### src/rtl/cdb_scheduler.sv
// rtl/cdb_scheduler.sv - round-robin two-port CDB arbiter with per-station holding buffers
module cdb_scheduler #(
  parameter int NUM_REQ   = 5,
  parameter int NUM_PORTS = 2,
  parameter int TAG_W     = 3,
  parameter int DATA_W    = 32
) (
  input  logic                          clk,
  input  logic                          reset_n,
  input  logic                          flush,
  input  logic [NUM_REQ-1:0]            req_valid,
  input  logic [NUM_REQ*TAG_W-1:0]      req_tag,
  input  logic [NUM_REQ*DATA_W-1:0]     req_data,
  output logic [NUM_REQ-1:0]            req_ready,
  output logic [NUM_PORTS-1:0]          cdb_valid,
  output logic [NUM_PORTS*TAG_W-1:0]    cdb_tag,
  output logic [NUM_PORTS*DATA_W-1:0]   cdb_data,
  output logic [NUM_PORTS*3-1:0]        cdb_src,
  output logic [2:0]                    pending_cnt
);

  localparam int IDX_W = 3;
  localparam int SRC_W = 3;

  // Holding buffers, one per requester
  logic [NUM_REQ-1:0]   r_buf_v;
  logic [TAG_W-1:0]     r_buf_tag  [NUM_REQ];
  logic [DATA_W-1:0]    r_buf_data [NUM_REQ];

  // Highest-priority requester for the next scan
  logic [IDX_W-1:0]     r_rr_ptr;

  // Registered broadcast outputs
  logic [NUM_PORTS-1:0]        r_cdb_valid;
  logic [NUM_PORTS*TAG_W-1:0]  r_cdb_tag;
  logic [NUM_PORTS*DATA_W-1:0] r_cdb_data;
  logic [NUM_PORTS*SRC_W-1:0]  r_cdb_src;
  logic [2:0]                  r_pending_cnt;

  // Arbitration results
  logic [NUM_REQ-1:0]   w_grant;
  logic [NUM_PORTS-1:0] w_port_v;
  logic [IDX_W-1:0]     w_port_idx [NUM_PORTS];
  logic [IDX_W-1:0]     w_last_idx;
  logic                 w_any_grant;
  logic [IDX_W-1:0]     w_rr_nxt;

  // Buffer handshake and next occupancy
  logic [NUM_REQ-1:0]   w_ready;
  logic [NUM_REQ-1:0]   w_accept;
  logic [NUM_REQ-1:0]   w_buf_v_nxt;
  logic [2:0]           w_pending_nxt;

  // Scan occupied buffers from r_rr_ptr with wrap; first NUM_PORTS hits get ports in order
  always_comb begin
    int cnt;
    int idx;
    w_grant     = '0;
    w_port_v    = '0;
    w_last_idx  = r_rr_ptr;
    w_any_grant = 1'b0;
    cnt         = 0;
    for (int p = 0; p < NUM_PORTS; p++) begin
      w_port_idx[p] = '0;
    end
    for (int k = 0; k < NUM_REQ; k++) begin
      idx = int'(r_rr_ptr) + k;
      if (idx >= NUM_REQ) begin
        idx = idx - NUM_REQ;
      end
      if (r_buf_v[idx] && (cnt < NUM_PORTS)) begin
        w_grant[idx]    = 1'b1;
        w_port_v[cnt]   = 1'b1;
        w_port_idx[cnt] = IDX_W'(idx);
        w_last_idx      = IDX_W'(idx);
        w_any_grant     = 1'b1;
        cnt             = cnt + 1;
      end
    end
  end

  // Pointer moves just past the last granted requester
  always_comb begin
    if (int'(w_last_idx) == NUM_REQ - 1) begin
      w_rr_nxt = '0;
    end else begin
      w_rr_nxt = w_last_idx + IDX_W'(1);
    end
  end

  // A station may hand over a result when its buffer is empty or draining this cycle
  always_comb begin
    for (int i = 0; i < NUM_REQ; i++) begin
      w_ready[i]     = reset_n & ~flush & (~r_buf_v[i] | w_grant[i]);
      w_accept[i]    = req_valid[i] & w_ready[i];
      w_buf_v_nxt[i] = ~flush & (w_accept[i] | (r_buf_v[i] & ~w_grant[i]));
    end
  end

  // Occupancy after this edge, so pending_cnt tracks the buffers it describes
  always_comb begin
    w_pending_nxt = '0;
    for (int i = 0; i < NUM_REQ; i++) begin
      w_pending_nxt = w_pending_nxt + {2'b00, w_buf_v_nxt[i]};
    end
  end

  // Buffer load/clear; a same-cycle grant and accept reloads with the new result
  always_ff @(posedge clk or negedge reset_n) begin
    if (!reset_n) begin
      r_buf_v <= '0;
      for (int i = 0; i < NUM_REQ; i++) begin
        r_buf_tag[i]  <= '0;
        r_buf_data[i] <= '0;
      end
      r_pending_cnt <= '0;
    end else begin
      r_buf_v       <= w_buf_v_nxt;
      r_pending_cnt <= w_pending_nxt;
      for (int i = 0; i < NUM_REQ; i++) begin
        if (w_accept[i]) begin
          r_buf_tag[i]  <= req_tag[i*TAG_W +: TAG_W];
          r_buf_data[i] <= req_data[i*DATA_W +: DATA_W];
        end
      end
    end
  end

  // Broadcast registers and pointer; idle ports keep their last payload, flush kills the bus
  always_ff @(posedge clk or negedge reset_n) begin
    if (!reset_n) begin
      r_cdb_valid <= '0;
      r_cdb_tag   <= '0;
      r_cdb_data  <= '0;
      r_cdb_src   <= '0;
      r_rr_ptr    <= '0;
    end else if (flush) begin
      r_cdb_valid <= '0;
    end else begin
      r_cdb_valid <= w_port_v;
      for (int p = 0; p < NUM_PORTS; p++) begin
        if (w_port_v[p]) begin
          r_cdb_tag[p*TAG_W +: TAG_W]   <= r_buf_tag[w_port_idx[p]];
          r_cdb_data[p*DATA_W +: DATA_W] <= r_buf_data[w_port_idx[p]];
          r_cdb_src[p*SRC_W +: SRC_W]   <= SRC_W'(w_port_idx[p]);
        end
      end
      if (w_any_grant) begin
        r_rr_ptr <= w_rr_nxt;
      end
    end
  end

  assign req_ready   = w_ready;
  assign cdb_valid   = r_cdb_valid;
  assign cdb_tag     = r_cdb_tag;
  assign cdb_data    = r_cdb_data;
  assign cdb_src     = r_cdb_src;
  assign pending_cnt = r_pending_cnt;

endmodule

### config.mk
export PLATFORM = sky130hd
export DESIGN_NAME = cdb_scheduler
export DESIGN_NICKNAME = d
export VERILOG_FILES = /design/src/rtl/cdb_scheduler.sv
export SDC_FILE = /design/constraint.sdc
export NUM_CORES = 1
export LEC_CHECK = 0
export ABC_AREA = 0
export CAP_MARGIN = 20
export CORE_MARGIN = 5
export CORE_UTILIZATION = 54
export CTS_CLUSTER_SIZE = 30
export DETAILED_ROUTE_END_ITERATION = 10
export GPL_TIMING_DRIVEN = 1
export PLACE_DENSITY = 0.82
export SYNTH_ARGS = -nofsm -noshare
export SYNTH_HDL_FRONTEND = slang
export SYNTH_SLANG_ARGS = --single-unit
### constraint.sdc
create_clock -name clk -period 9.2 [get_ports clk]
set_input_delay 1.38 -clock clk [delete_from_list [all_inputs] [get_ports clk]]
set_output_delay 1.38 -clock clk [all_outputs]
set_load 0.005 [all_outputs]
==> results.json <==
{
  "period_share_pct": 93.9,
  "synthXorXnorAreaFrac_pct": 0.496,
  "crit_fanout": 18,
  "rsz0062_at_grt": "no",
  "crit_slowest_cell": "ha_1",
  "hp-class": "reg -> reg",
  "r2r_slack_ns": 0.99,
  "mappedNetlistArea_um2": 15100,
  "critPathKind": "reg -> out",
  "ys_async_sr_fraction_pct": 100,
  "fin_crit_ns": 8.64,
  "cpMostUsedCell": "inv_1",
  "maxCapViolCount": 0,
  "ff2ff_path_depth": 25,
  "synthSimpleGateAreaFrac_pct": 8.80,
  "clkTransAtPathRegs_ns": 0.07,
  "dr.pass1.iters": 6,
  "crit_path_max_incr_delay_ns": 0.80,
  "crit_path_end_kind": "output pin",
  "critPathRequiredTime_ns": 7.82,
  "ant_nets": 0,
  "yosys.area.top_type_share_pct": 43.6,
  "ioPinCount": 269,
  "crit_path_cell_trace": "inv_1, ha_1, inv_1, nand2_1, o221ai_1, o32ai_1, nor2_1, ha_1, inv_1, and2_1, and3_1, nor2_4, inv_1, ha_1, or2_2, a211o_1, nor3_1, or4b_1, nor2b_4, clkdlybuf4s50_1",
  "max_freq_ghz": 0.116,
  "gp_congestion": 0.973,
  "drt_iter0_drc": 1576,
  "die_h_um": 177,
  "syn_inst": 1295,
  "area_growth_pct": 24.2,
  "antenna_found_initial": 4,
  "postCtsHoldBufs": 0,
  "fillers": 2030,
  "io_buffers": 268,
  "initial_core_util_pct": 54.7,
  "post-dp-hpwl_um": 32500,
  "synth.distinct_cells": 93,
  "layout-drive-gt1-share_pct": 20.9,
  "num_vias": 12300,
  "grt_max_degree": 164,
  "routed_via_density": 6.43,
  "synth_edf_count": 0,
  "insertion_delay_ns": 0.56,
  "whs_ns": 0.484,
  "synth_top_family_by_area": "multiplexers",
  "worst_slew_pin_slew_ns": 1.16,
  "cts_root_buffer": "clkbuf_16",
  "ctsHtreeMaxLevel": 1,
  "wl_per_cell_um": 25.4,
  "synth_compound_area_share_pct": 15.0,
  "worst_setup_path_start_kind": "register",
  "synth_top_area_cell": "dfrtp_1",
  "hold_depth": 1,
  "wirelength_um": 48700,
  "skew_ns": 0.0317,
  "core.rowCount": 61,
  "fin_setup_tns_ns": 0,
  "multiInputGateArea_um2": 7860,
  "maxSlewHeadroom_pct": 22.9,
  "outcome": "completed",
  "syn_avg_cell_area_um2": 11.7,
  "ff_latch_area_um2": 6610,
  "muxShareOfSynthArea_pct": 25.4,
  "synth-seq-area-share_pct": 43.6,
  "nets": 1727,
  "overflow": 0,
  "core_um2": 27700,
  "die_w_um": 177,
  "post_cts_buffers": 0,
  "synthTopCellsByArea": "dfrtp_1 44%, mux2_2 11%, mux2_4 5.8%",
  "yosysWarnings": 0,
  "grt_pass1_wl_um": 74400,
  "numCtsBuffers": 28,
  "synthAdderAreaFrac_pct": 2.13,
  "hold_violations": 0,
  "drcViolationCount": 0,
  "syn_nets": 1502,
  "cts-resized-gates": 0,
  "track_usage_pct": 30.1,
  "ys.flop_type": "dfrtp_1",
  "grt_pass1_vias": 12700,
  "die-area_um2": 31500,
  "cts_tree": "yes",
  "finalSetupViolCount": 0,
  "drv_slew": 0,
  "ys_seq_elements": 264,
  "arrival_ns": 7.26,
  "clk_path_buf_depth": 3,
  "clkSinkCount": 264
}
[synth_stat cells (all sizes together) (8+ instances only)]
cell type	number
nand3	10
clkbuf	19
or3	11
or2	8
a211oi	10
a21oi	61
buf	70
o221ai	48
ha	21
a221oi	31
mux2i	61
nor2	67
nand2	104
mux2	268
o22ai	12
and2	10
dfrtp	264
a22oi	48
nor3	14
inv	26
o21ai	24
[layer usage]
layer / global-route usage (%) / vias up / wire length, um
met5: 0 / - / 34
met4: 9.60 / 6 / 1620
met3: 6.60 / 119 / 4860
met2: 47.8 / 772 / 22500
met1: 41.4 / 6138 / 19700
li1: - / 5312 / -
[cells in the final DEF (no fill, tap or decap), types with 4 or more instances in the layout]
master,instances
clkdlybuf4s50_1,267
dfrtp_1,264
mux2_2,151
nand2_1,100
nor2_1,62
mux2i_1,61
a21oi_1,60
mux2_1,59
mux2_4,58
o221ai_1,48
a22oi_1,47
a221oi_1,30
clkbuf_16,28
inv_1,23
o21ai_0,23
ha_1,21
nor3_1,14
buf_4,14
nand3_1,10
or3_1,10
o22ai_1,9
and2_1,8
clkinv_2,8
or2_2,7
a211oi_1,7
nor4_1,7
nand2b_1,6
a21o_1,6
a31oi_1,6
clkbuf_8,6
nor2b_1,5
o31ai_1,5
and3_1,4
nor2_4,4
clkbuf_1,4
[area by class of cell]
cell class,instances,share of cell area [%]
Clock inverter,13,0.705
Antenna cell,2,0.0266
Multi-Input combinational cell,915,41.8
Inverter,27,0.565
Timing Repair Buffer,284,15.1
Tap cell,378,2.51
Sequential cell,264,35.1
Clock buffer,38,4.24
[cell families (layout without fill, tap and decap cells)]
kind of cell	Yosys count	after routing
AOI/OAI and AO/OA	291	291
xor gates and xnor gates	7	7
adders and majority gates	24	24
buffers and inverters	116	362
DFF	264	264
muxes	329	329
other	0	2
and+or+nand+nor	264	264
[path summary, 6_finish.rpt]
check / from / endpoint
worst min-delay path: cdb_src[5] / cdb_src[5]
min in group asynchronous: reset_n / r_buf_data[58]
max in group asynchronous: reset_n / r_rr_ptr[0]
worst max register to register: r_rr_ptr[1] / pending_cnt[1]
worst min register to register: cdb_src[5] / cdb_src[5]
worst max-delay path: r_rr_ptr[1] / req_ready[4]
[metrics by stage]
stage | cells | util (%) | area, um2 | setup WS [ns]
after CTS | 1919 | 67.9 | 18800 | 0.717
after global routing | 1920 | 67.9 | 18800 | 0.243
final | 1921 | 67.9 | 18800 | 0.558
after global placement | 1868 | 64.5 | 17900 | 1.42
after floorplan | 1295 | - | 15100 | 1.89
after detailed placement | 1868 | 64.5 | 17900 | 1.18
[flip-flops by register name (all words and copies together) (netlist names)]
signal / flops
cdb_data: 64
cdb_src: 6
cdb_tag: 6
cdb_valid: 2
pending_cnt: 3
r_buf_data: 160
r_buf_tag: 15
r_buf_v: 5
r_rr_ptr: 3
[worst max-delay path, delay by kind of cell (launching register included)]
kind                     cells  cell delay [ns]
AO/OA/AOI/OAI                3             1.23
adder cells (fa/ha/maj)      3             1.41
buffers and inverters        5             1.45
flip-flops                   1             0.53
AND/OR/NAND/NOR              9             2.07
Power is not shown: default switching activity piles up to over one toggle a cycle in this logic, so the estimate is an artifact.
